File: src/rtl/trigger_scheduler.sv
// rtl/trigger_scheduler.sv - sw/ext/periodic trigger arbiter with dead time and trigger statistics
// Define TRG_SCHED_PERIODIC_EN to build in the periodic trigger generator.
module trigger_scheduler #(
   parameter int DEADTIME = 3,
   parameter int CNT_W    = 16,
   parameter int PER_W    = 16
) (
   input  logic             clk80,
   input  logic             reset,
   input  logic             sync,
   input  logic             enable,
   input  logic [2:0]       src_en,
   input  logic             busy,
   input  logic [4:0]       ext_evt,
   input  logic [3:0]       ext_pos,
   input  logic [4:0]       sw_cmd,
   input  logic             sw_valid,
   output logic             sw_ready,
   input  logic [PER_W-1:0] per_period,
   input  logic             clr_cnt,
   output logic [4:0]       trigger_out,
   output logic [3:0]       trigger_pos,
   output logic [CNT_W-1:0] cnt_acc,
   output logic [CNT_W-1:0] cnt_lost,
   output logic             dead
);

   typedef enum logic [1:0] {ST_IDLE = 2'd0, ST_RUN = 2'd1, ST_DEAD = 2'd2} state_t;
   localparam logic [3:0] DCNT_INIT = 4'(DEADTIME - 1);

   state_t           state_q, state_d;
   logic [3:0]       dcnt_q, dcnt_d;
   logic [4:0]       trigger_out_q, trigger_out_d;
   logic [3:0]       trigger_pos_q, trigger_pos_d;
   logic             dead_q, dead_d;
   logic             sw_ready_q, sw_ready_d;
   logic [4:0]       sw_cmd_q, sw_cmd_d;
   logic [CNT_W-1:0] cnt_acc_q, cnt_acc_d;
   logic [CNT_W-1:0] cnt_lost_q, cnt_lost_d;

   logic       fire;
   logic       sw_req, ext_req, per_req, run_ok;
   logic       issue_sw, issue_ext, issue_per, issue, lost;
   logic [4:0] sel_evt;

`ifdef TRG_SCHED_PERIODIC_EN
   logic [PER_W-1:0] pcnt_q, pcnt_d;

   // Counter runs only outside IDLE; a period lowered below the count wraps without firing.
   always_comb begin
      fire   = (state_q != ST_IDLE) && (per_period != '0) && (pcnt_q == per_period - PER_W'(1));
      pcnt_d = pcnt_q;
      if (sync) begin
         if (state_q == ST_IDLE || per_period == '0 || pcnt_q >= per_period - PER_W'(1))
            pcnt_d = '0;
         else
            pcnt_d = pcnt_q + PER_W'(1);
      end
   end

   always_ff @(posedge clk80 or posedge reset) begin
      if (reset) pcnt_q <= '0;
      else       pcnt_q <= pcnt_d;
   end
`else
   logic unused_per_period;
   assign unused_per_period = ^per_period;
   assign fire = 1'b0;
`endif

   // busy vetoes only the physics sources; a queued software command always goes out.
   assign sw_req    = !sw_ready_q && src_en[1];
   assign ext_req   = (ext_evt != 5'd0) && src_en[0] && !busy;
   assign per_req   = fire && src_en[2] && !busy;
   assign run_ok    = (state_q == ST_RUN) && enable;
   assign issue_sw  = run_ok && sw_req;
   assign issue_ext = run_ok && !sw_req && ext_req;
   assign issue_per = run_ok && !sw_req && !ext_req && per_req;
   assign issue     = issue_sw || issue_ext || issue_per;
   assign sel_evt   = issue_sw  ? sw_cmd_q :
                      issue_ext ? ext_evt  :
                      issue_per ? 5'b00010 : 5'b00000;
   assign lost      = (state_q != ST_IDLE) &&
                      ((ext_evt[1] && src_en[0] && !issue_ext) || (fire && src_en[2] && !issue_per));

   always_ff @(posedge clk80 or posedge reset) begin
      if (reset) begin
         state_q <= ST_IDLE;
         dcnt_q  <= 4'd0;
      end else begin
         state_q <= state_d;
         dcnt_q  <= dcnt_d;
      end
   end

   always_comb begin
      state_d = state_q;
      dcnt_d  = dcnt_q;
      if (sync) begin
         if (!enable) begin
            state_d = ST_IDLE;
         end else begin
            case (state_q)
               ST_IDLE: state_d = ST_RUN;
               ST_RUN: begin
                  if (issue) begin
                     state_d = ST_DEAD;
                     dcnt_d  = DCNT_INIT;
                  end
               end
               ST_DEAD: begin
                  if (dcnt_q == 4'd0) state_d = ST_RUN;
                  else                dcnt_d  = dcnt_q - 4'd1;
               end
               default: state_d = ST_IDLE;
            endcase
         end
      end
   end

   always_comb begin
      trigger_out_d = trigger_out_q;
      trigger_pos_d = trigger_pos_q;
      dead_d        = dead_q;
      if (sync) begin
         trigger_out_d = sel_evt;
         trigger_pos_d = issue_ext ? ext_pos : 4'd0;
         dead_d        = (state_d == ST_DEAD);
      end

      sw_ready_d = sw_ready_q;
      sw_cmd_d   = sw_cmd_q;
      if (sync && issue_sw) begin
         sw_ready_d = 1'b1;
      end else if (sw_ready_q && sw_valid && sw_cmd != 5'd0) begin
         sw_cmd_d   = sw_cmd;
         sw_ready_d = 1'b0;
      end

      cnt_acc_d  = cnt_acc_q;
      cnt_lost_d = cnt_lost_q;
      if (clr_cnt) begin
         cnt_acc_d  = '0;
         cnt_lost_d = '0;
      end else if (sync) begin
         if (sel_evt[1] && cnt_acc_q != '1) cnt_acc_d  = cnt_acc_q + CNT_W'(1);
         if (lost && cnt_lost_q != '1)      cnt_lost_d = cnt_lost_q + CNT_W'(1);
      end
   end

   always_ff @(posedge clk80 or posedge reset) begin
      if (reset) begin
         trigger_out_q <= 5'd0;
         trigger_pos_q <= 4'd0;
         dead_q        <= 1'b0;
         sw_ready_q    <= 1'b1;
         sw_cmd_q      <= 5'd0;
         cnt_acc_q     <= '0;
         cnt_lost_q    <= '0;
      end else begin
         trigger_out_q <= trigger_out_d;
         trigger_pos_q <= trigger_pos_d;
         dead_q        <= dead_d;
         sw_ready_q    <= sw_ready_d;
         sw_cmd_q      <= sw_cmd_d;
         cnt_acc_q     <= cnt_acc_d;
         cnt_lost_q    <= cnt_lost_d;
      end
   end

   assign trigger_out = trigger_out_q;
   assign trigger_pos = trigger_pos_q;
   assign dead        = dead_q;
   assign sw_ready    = sw_ready_q;
   assign cnt_acc     = cnt_acc_q;
   assign cnt_lost    = cnt_lost_q;

endmodule

File: config.mk
export PLATFORM = sky130hd
export DESIGN_NAME = trigger_scheduler
export DESIGN_NICKNAME = d
export VERILOG_FILES = /design/src/rtl/trigger_scheduler.sv
export SDC_FILE = /design/constraint.sdc
export NUM_CORES = 1
export LEC_CHECK = 0
export CORE_MARGIN = 3
export CORE_UTILIZATION = 50
export DETAILED_ROUTE_END_ITERATION = 10
export PLACE_DENSITY = 0.83
export SLEW_MARGIN = 30
export SYNTH_ARGS = -nofsm -noshare
export SYNTH_HDL_FRONTEND = slang
export SYNTH_SLANG_ARGS = --single-unit
export TNS_END_PERCENT = 5
File: constraint.sdc
create_clock -name clk80 -period 4.2 [get_ports clk80]
set_input_delay 1.05 -clock clk80 [delete_from_list [all_inputs] [get_ports clk80]]
set_output_delay 1.05 -clock clk80 [all_outputs]
set_load 0.02 [all_outputs]
==> After elaboration in Yosys (flattened, before gate mapping) <==
Cells that the tools add are included.
{ "op_classes": {"mux": 19, "bitwise_logic": 1, "n_eq_ne": 7, "n_reduce_logical": 34, "addsub": 3} }
{ "ops": {"columns": ["operator", "count"], "rows": [
  ["$mux 16", 6],
  ["$add 16x1->16 const B", 2],
  ["$ne 16x16->1 const B", 2],
  ["$logic_and 1x1->1", 15],
  ["$mux 4", 3],
  ["$reduce_bool 2->1", 6],
  ["$mux 5", 2],
  ["$reduce_bool 5->1", 2],
  ["$mux 2", 4],
  ["$pmux 4 s2", 1],
  ["$pmux 2 s3", 1],
  ["$reduce_and 2->1", 3],
  ["$reduce_and 5->1", 1],
  ["$eq 2x2->1 const B", 2],
  ["$logic_not 1->1", 4],
  ["$logic_not 4->1", 1],
  ["$ne 2x2->1 const B", 2],
  ["$sub 4x1->4 const B", 1],
  ["$eq 2x1->1 const B", 1],
  ["$logic_not 2->1", 1],
  ["$mux 1", 2],
  ["$logic_or 1x1->1", 1],
  ["$not 1->1", 1]
]} }
{ "word_totals": {"output_inout_bits": 43, "in_bits": 40, "word_cells": 73, "reg_bits": 54} }

==> Depth between registers and ports, before layout <==
Gate-level depths: netlist of the first run.
{ "depth": {"ltp_word": 12, "ltp_mapped": 7, "depth_no_buf": 6} }

==> Least setup slack after synthesis of the first run <==
No wires, ideal clock.
{ "synth_path": {"path_type": "in2reg", "start": "in ext_evt[1]", "end": "reg cnt_lost_q[10] (netlist: cnt_lost[10])", "path_stages": 6, "setup_time_ps": 125, "n_path_buf": 1, "arrival_time_ps": 2837, "path_slack_ps": 1238, "required_time_ps": 4075, "cell_sequence": "or4_4 > o2111a_1 > or2_4 > buf_6 > nor4_1 > mux2_2"} }
{ "synth_via": {"elab_chain_cells": 10} }
{ "synth_lines": {"columns": ["item", "line_no", "rtl"], "rows": [
  ["start, declared", "14", "input logic [4:0] ext_evt,"],
  ["$reduce_bool 5->1", "73", "assign ext_req = (ext_evt != 5'd0) && src_en[0] && !busy;"],
  ["$logic_and 1x1->1 (2 in a row)", "73", null],
  ["$logic_and 1x1->1", "77", "assign issue_ext = run_ok && !sw_req && ext_req;"],
  ["$logic_not 1->1", "84", "((ext_evt[1] && src_en[0] && !issue_ext) || (fire && src_en[2] && !issue_per));"],
  ["$logic_and 1x1->1 *", "84", null],
  ["$logic_and 1x1->1 *", "83", "assign lost = (state_q != ST_IDLE) &&"],
  ["$logic_and 1x1->1 *", "147", "if (lost && cnt_lost_q != '1) cnt_lost_d = cnt_lost_q + CNT_W'(1);"],
  ["$reduce_bool 2->1 (no line) *", null, null],
  ["$reduce_and 2->1 (no line) *", null, null],
  ["end signal, assigned", "167", "cnt_lost_q <= cnt_lost_d;"],
  ["end, declared", "39", "logic [CNT_W-1:0] cnt_lost_q, cnt_lost_d;"]
]} }
Every way passes the cells marked *; elsewhere a longest branch is shown, timed or not.
A chain may end at the register's enable or synchronous reset.

==> Final worst setup path of the first run <==
Ends and elaborated chain as after synthesis.

==> impl_results.md, run 1 <==
* CTS HTree Levels at 2
* Gp weighted congestion at 0.9193
* Setup clock skew after layout at 0.009306 ns
* Die Y at 82.25 µm
* Diodes inserted at 0
* Post-CTS sizing at 0
* Category of the worst setup path launch point: primary input
* Yosys synthesis warning count at 0
* Detailed-route via count at 2636
* Drc violations at 0
* Detailed Route Iter0 Violations at between 100 and 150
* Share of final-layout standard cells stronger than drive strength 1 at 0.09788
* Cell area after technology mapping at 2907 µm²
* Sum of routed wire length over all layers at ~6700 µm
* Crit path buffers/inverters at 1
* Yosys top cell area share at 0.4563
* Final Max Slew Viols at 0
* Die area at 6764 µm²
* Fin nets at 421
* Clock sink count at 54
* WL per Instance at 14.95 µm
* Crit share post-route at 0.7737
* Final number of hold-violating endpoints at 0
* Nature of the critical path endpoint: register
* Cell chain of the critical path: clkdlybuf4s50_1, or4_4, o2111a_1, or2_4, nor4_1, mux2_2
* Primary flip-flop cell chosen by synthesis mapping: sky130_fd_sc_hd__dfrtp_1
* Number of buffer cells added on primary ports at between 60 and 70
* Fraction of registers with async set/reset at 1.000
* Run status: complete, no violations
* TritonCTS clock tree: done
* Number of instances in the synthesized netlist at 311
* Cell taking the most area after synthesis: sky130_fd_sc_hd__dfrtp_1
* Max-cap violation count at 0
* Maximum root-to-sink buffer count at 2
* Min-delay worst type: register to register
* CTS Hold Buffers Added at 0
* Most common cell after layout, fill and taps aside: sky130_fd_sc_hd__clkdlybuf4s50_1
* Placed cell area at 3641 µm²
* Most frequent cells in the layout: sky130_fd_sc_hd__clkdlybuf4s50_1, sky130_fd_sc_hd__dfrtp_1, sky130_fd_sc_hd__nand2_1
* Peak supply drop at approximately 0.00022 V
* Number of enable flip-flop cells after synthesis at 0
* Switching portion of total power at 0.2691
* Proportion of power drawn by flip-flops and latches at 0.530
* Synth top area cells: sky130_fd_sc_hd__dfrtp_1, sky130_fd_sc_hd__mux2_2, sky130_fd_sc_hd__a21oi_1
* Maximum fanout count along the critical path at 21
* Seq cells post-synth at 54
* Clock network fraction of total power at 0.283
* Setup TNS at 0 ns
* Core Region at 5574 µm²
* Post-synthesis area per instance at 9.346 µm²
* Clock-pin slew of the registers on the worst-case setup and hold paths at about 0.1 ns
* Cell area power density at 310.0 nW/µm²
* Drt via density at slightly below 6
* Part of the Yosys area used for sequential elements at 0.4653
* Measured slew at the worst slew-check pin at 0.7820 ns
* First-pass DRT Iterations at 4
* Proportion of power drawn by combinational gates at 0.187
* Slowest cell on the critical path: sky130_fd_sc_hd__or4_4
* Stage delay of the slowest cell on the critical path at 0.55 ns
* Starting density of the core at 0.5214
* Std-Cell Rows at 27
* Grt ovf at 0
* Number of nets with antenna violations after routing at 0
* Arrival time of the worst setup path at 3.45 ns
* Net switching power figure at 313.0 µW
* Vias in the first global route at 2551
* Data required, critical path at roughly 4.4 ns
* Maximum number of pins on one net before global-route repair at 37
* Clock tree root driver cell: sky130_fd_sc_hd__clkbuf_8
* Setup bufs post-CTS at 0
* HPWL after DPL at 5018 µm
* Overall die width at 82.25 µm
* Tot GR Track Use at 0.2097
* Internal power summed over all cells at 849.9 µW
* First-pass GRT wire length at roughly 11000 µm
* Total of endpoints with negative setup slack in the final report at 0
* Insertion delay of the later-clocked pin in the worst-skew pair at 0.30 ns
* Dominant delay contributor by cell family on the critical path: simple AND/OR/NAND/NOR gates
* Max transition margin at 0.4743
* Post-route design area at 3751 µm²
* Count of cell types in the netlist at 48
* Highest Clock Rate at between 300 and 400 MHz
* Worst setup path class: primary input to register
* Synthesis-to-finish area growth at 29.06%
* Lkg Pwr at 0.001465 µW
* Post-route minimum period at 3.250 ns
* Initial antenna violation count at 0
* Unrepaired setup endpoints after global routing: false
* Boundary Pins at 83
* Number of buffers added by the clock tree synthesis step at 5
* Number of nets produced by synthesis at 355
## metal layers
layer,vias to the layer above,part of all wire,wire length (µm),track usage
li1,1297,-,-,-
met1,1271,0.45,2996,0.2749
met2,62,0.50,3333,0.3526
met3,6,0.049,329,0.03688
met4,0,0.010,68,0.06478
met5,-,0,0,0
## synthesized netlist by cell type, types with 2 or more instances
| master | count |
|---|---|
| sky130_fd_sc_hd__inv_1 | 18 |
| sky130_fd_sc_hd__o311ai_0 | 2 |
| sky130_fd_sc_hd__nor3_1 | 5 |
| sky130_fd_sc_hd__a221o_1 | 4 |
| sky130_fd_sc_hd__o211ai_1 | 3 |
| sky130_fd_sc_hd__clkbuf_1 | 9 |
| sky130_fd_sc_hd__nand2_1 | 27 |
| sky130_fd_sc_hd__o41ai_1 | 3 |
| sky130_fd_sc_hd__o31ai_1 | 10 |
| sky130_fd_sc_hd__or2_2 | 4 |
| sky130_fd_sc_hd__o21ai_0 | 16 |
| sky130_fd_sc_hd__and3_1 | 6 |
| sky130_fd_sc_hd__or3_1 | 6 |
| sky130_fd_sc_hd__ha_1 | 4 |
| sky130_fd_sc_hd__mux2_2 | 14 |
| sky130_fd_sc_hd__nor2b_1 | 13 |
| sky130_fd_sc_hd__and3b_1 | 2 |
| sky130_fd_sc_hd__and4_1 | 3 |
| sky130_fd_sc_hd__nor4_1 | 8 |
| sky130_fd_sc_hd__nand3_1 | 15 |
| sky130_fd_sc_hd__or4_1 | 10 |
| sky130_fd_sc_hd__dfrtp_1 | 53 |
| sky130_fd_sc_hd__a21oi_1 | 22 |
| sky130_fd_sc_hd__nand4_1 | 6 |
| sky130_fd_sc_hd__nor2_1 | 22 |
| sky130_fd_sc_hd__a311oi_1 | 2 |
| sky130_fd_sc_hd__a31oi_1 | 2 |
| sky130_fd_sc_hd__a21o_1 | 2 |
## path summary, 6_finish.rpt
| path | slack [ns] | cells past startpoint | to | startpoint |
|---|---|---|---|---|
| max in group asynchronous | 2.18 | 3 | sw_ready$_DFFE_PP1P_ | reset |
| min | 0.51 | 1 | trigger_out[2]$_DFFE_PP0P_ | sw_cmd_q[2]$_DFFE_PP0P_ |
| min reg2reg | 0.51 | 1 | trigger_out[2]$_DFFE_PP0P_ | sw_cmd_q[2]$_DFFE_PP0P_ |
| max | 0.95 | 6 | cnt_lost[10]$_DFFE_PP0P_ | ext_evt[1] |
| max reg2reg | 1.94 | 5 | cnt_acc[9]$_DFFE_PP0P_ | sw_ready$_DFFE_PP1P_ |
| min in group asynchronous | 1.21 | 2 | cnt_acc[14]$_DFFE_PP0P_ | reset |
## registers in the layout (all words and copies together), names as in the netlist
register and flops:
dcnt_q 4, sw_cmd_q 5, cnt_lost 16, trigger_pos 4, dead 1, state_q 2, sw_ready 1, cnt_acc 16
trigger_out 5
## cell families after synthesis
family / share of synthesized area
simple gates: 0.2527
compound gates: 0.1700
flops: 0.4653
buf+inv: 0.04046
mux: 0.05424
fa+ha+maj: 0.01722
## cell type report
class,count,area (µm²)
Clock buffer,8,110.1
Fill cell,455,1823
Inverter,18,67.56
Multi-Input combinational cell,228,1443
Sequential cell,54,1353
Tap cell,72,90.09
Timing Repair Buffer,70,688.2
## power groups by stage
stage | clock network, µW | logic (µW) | registers (µW)
2_1_floorplan | 0 | 130 | 629
3_3_place_gp | 0 | 212 | 624
3_5_place_dp | 0 | 220 | 626
4_1_cts | 333 | 220 | 616
5_1_grt | 354 | 244 | 626
6_report | 329 | 218 | 616
## per-stage QoR
stage	power (µW)	setup WS, ns	utilization	hold WS, ns	std cells
2_1_floorplan	758.8	1.238	-	0.4748	311
3_3_place_gp	835.2	0.6551	0.6521	0.4888	442
3_5_place_dp	845.6	0.6322	0.6532	0.5012	442
4_1_cts	1168	0.9581	0.6730	0.5213	450
5_1_grt	1223	0.8474	0.6730	0.5340	450
6_report	1163	0.9504	0.6730	0.5124	450
No activity file was read; power rests on OpenSTA's default activity.
==> inputs of run 2 (changes only) <==
Settings changed: CORE_UTILIZATION 50 to 48, PLACE_DENSITY 0.83 to 0.8.
Clock period 4.2 ns to 3.1 ns, I/O delays scaled along.
==> impl_results.md, run 2 (synthesized netlist as in run 1, its figures left out) <==
* Run status: complete, no violations
* Register area at 1353 µm² (unchanged)
* Vias in the first global route at 2632 (+3.2%)
* Max transition margin at 0.5385 (+0.06420)
* Fin nets at 431 (+2.4%)
* Crit path buffers/inverters at 1 (unchanged)
* Lkg Pwr at 0.001531 µW (+4.5%)
* Power after layout at 1720 µW (+48%)
* Setup Slack @ Placement at -0.1924 ns (-0.8247 ns)
* Most frequent cells in the layout: sky130_fd_sc_hd__clkdlybuf4s50_1, sky130_fd_sc_hd__dfrtp_1, sky130_fd_sc_hd__nand2_1
* Cell chain of the critical path: clkdlybuf4s50_1, or4_4, o2111a_1, or2_4, nor4_1, mux2_2
* Dominant delay contributor by cell family on the critical path: simple AND/OR/NAND/NOR gates
* Worst setup path class: primary input to register
* Gp weighted congestion at 0.8853 (-3.7%)
* Synthesis-to-finish area growth at 32.97%
* Number of buffers added by the clock tree synthesis step at 5 (unchanged)
* Final Util at 0.6810 (+0.008044)
* Highest Clock Rate at between 300 and 400 MHz
* Drc violations at 0 (unchanged)
* Peak supply drop at 0.0002824 V (+28%)
* Setup bufs post-CTS at 0 (unchanged)
* Unrepaired setup endpoints after global routing: false
* WL per Instance at 15.24 µm (+1.9%)
* Die area at 7025 µm² (+3.9%)
* Maximum number of pins on one net before global-route repair at 42 (+14%)
* Final Max Slew Viols at 0 (unchanged)
* Nature of the critical path endpoint: register
* Die Y at 83.82 µm (+1.9%)
* Post-CTS sizing at 0 (unchanged)
* Core Region at 5675 µm² (+1.8%)
* Fillers at 467 (+2.6%)
* Clock sink count at 54 (unchanged)
* Post-route non-filler standard cell count at 460 (+2.2%)
* Post-route minimum period at approximately 3 ns
* Drt via density at 5.917 (+1.0%)
* Slowest cell on the critical path: sky130_fd_sc_hd__or4_4
* Number of nets with antenna violations after routing at 0 (unchanged)
* Min-delay worst type: register to register
* Data required, critical path at 3.31 ns (-1.09 ns)
* Total area of multi-input combinational cells at 1436 µm² (-0.43%)
* Maximum fanout count along the critical path at 15 (-29%)
* Total of endpoints with negative setup slack in the final report at 0 (unchanged)
* Std-Cell Rows at 27 (unchanged)
* Final number of hold-violating endpoints at 0 (unchanged)
* Detailed Route Iter0 Violations at 147 (+5.8%)
* Number of buffer cells added on primary ports at 65 (unchanged)
* Cell area power density at 444.9 nW/µm² (+44%)
* Share of final-layout standard cells stronger than drive strength 1 at 0.1186 (+0.02067)
* Worst reg2reg setup slack at 0.88 ns (-1.06 ns)
* Overall die width at 83.82 µm (+1.9%)
* Most common cell after layout, fill and taps aside: sky130_fd_sc_hd__clkdlybuf4s50_1
* Clock tree root driver cell: sky130_fd_sc_hd__clkbuf_8
* Diodes inserted at 0 (unchanged)
* Category of the worst setup path launch point: primary input
* TritonCTS clock tree: done
* Arrival time of the worst setup path at 3.18 ns (-0.27 ns)
* Tot GR Track Use at 0.2057 (-0.004049)
* Setup clock skew after layout at 0.01187 ns (+0.002563 ns)
* Insertion delay of the later-clocked pin in the worst-skew pair at 0.31 ns (about the same)
* Grt ovf at 0 (unchanged)
* Crit path setup slack, layout at 0.1239 ns (-0.8265 ns)
* Sum of routed wire length over all layers at 7009 µm (+4.2%)
* Starting density of the core at 0.5121 (-0.009311)
* Initial antenna violation count at 0 (unchanged)
* CTS Hold Buffers Added at 0 (unchanged)
* Clock-pin slew of the registers on the worst-case setup and hold paths at 0.10 ns (about the same)
* Boundary Pins at 83 (unchanged)
* Maximum root-to-sink buffer count at 2 (unchanged)
* Worst hold slack at 0.5210 ns (+0.008671 ns)
* First-pass GRT wire length at 12150 µm (+7.8%)
* Stage delay of the slowest cell on the critical path at 0.55 ns (about the same)
* Max-cap violation count at 0 (unchanged)
* Measured slew at the worst slew-check pin at 0.6908 ns (-0.09121 ns)
* HPWL after DPL at 5081 µm (+1.2%)
* Crit share post-route at 0.9600
* First-pass DRT Iterations at 5 (+1)
* CTS HTree Levels at 2 (unchanged)
* Count of placed standard cells including taps at 452 (+2.3%)
* Detailed-route via count at 2722 (+3.3%)
==> run 2: cell count changes in the layout (fill, tap and decap cells not counted) <==
cell	delta
sky130_fd_sc_hd__nor4_2	-1
sky130_fd_sc_hd__nor4_1	+1
sky130_fd_sc_hd__buf_12	+1
sky130_fd_sc_hd__bufinv_16	+2
sky130_fd_sc_hd__clkbuf_8	-2
sky130_fd_sc_hd__buf_4	+9
==> run 2: area by class of cell <==
class	instances	area share
clock buffers	6	0.02137
well taps	72	0.02331
inverters	18	0.01748
clock inverters	2	0.01554
multi-input cells	228	0.3716
repair buffers	80	0.2007
flip-flops and latches	54	0.3500
==> run 2: worst paths after layout <==
| path | start | end | cells after the start |
|---|---|---|---|
| worst max register to register | cnt_lost[0]$_DFFE_PP0P_ | cnt_lost[5]$_DFFE_PP0P_ | 5 |
| worst min-delay path | sw_cmd_q[4]$_DFFE_PP0P_ | sw_cmd_q[4]$_DFFE_PP0P_ | 1 |
| worst max-delay path | ext_evt[1] | cnt_lost[5]$_DFFE_PP0P_ | 6 |
| min in group asynchronous | reset | cnt_acc[14]$_DFFE_PP0P_ | 2 |
| max in group asynchronous | reset | sw_ready$_DFFE_PP1P_ | 3 |
| worst min register to register | sw_cmd_q[4]$_DFFE_PP0P_ | sw_cmd_q[4]$_DFFE_PP0P_ | 1 |
==> run 2: per-stage QoR <==
stage | TNS [ns] | cell area [µm²]
floorplan | 0 | 2907
global placement | -0.1565 | 3722
detailed placement | -0.5131 | 3722
CTS | 0 | 3865
global route | 0 | 3865
finish | 0 | 3865
==> run 2: worst register-to-register path: stages, from the launching register on <==
cell and delay [ns]:
sky130_fd_sc_hd__dfrtp_1 0.42, sky130_fd_sc_hd__ha_1 0.34, sky130_fd_sc_hd__and4_1 0.30, sky130_fd_sc_hd__nor2b_1 0.59, sky130_fd_sc_hd__nor4_1 0.16, sky130_fd_sc_hd__mux2_2 0.30
==> run 2: metal layers <==
layer / vias up / track usage / share of wire
met3: 14 / 0.02665 / 0.039
li1: 1312 / - / -
met5: - / 0 / 0
met2: 78 / 0.3500 / 0.49
met4: 0 / 0.06871 / 0.016
met1: 1318 / 0.2701 / 0.45
==> run 2: report_power, final <==
group	internal, µW	switching (µW)	total, µW
registers	781	56.5	838
logic	153	153	306
clock network	344	231	576
total	1280	441	1720
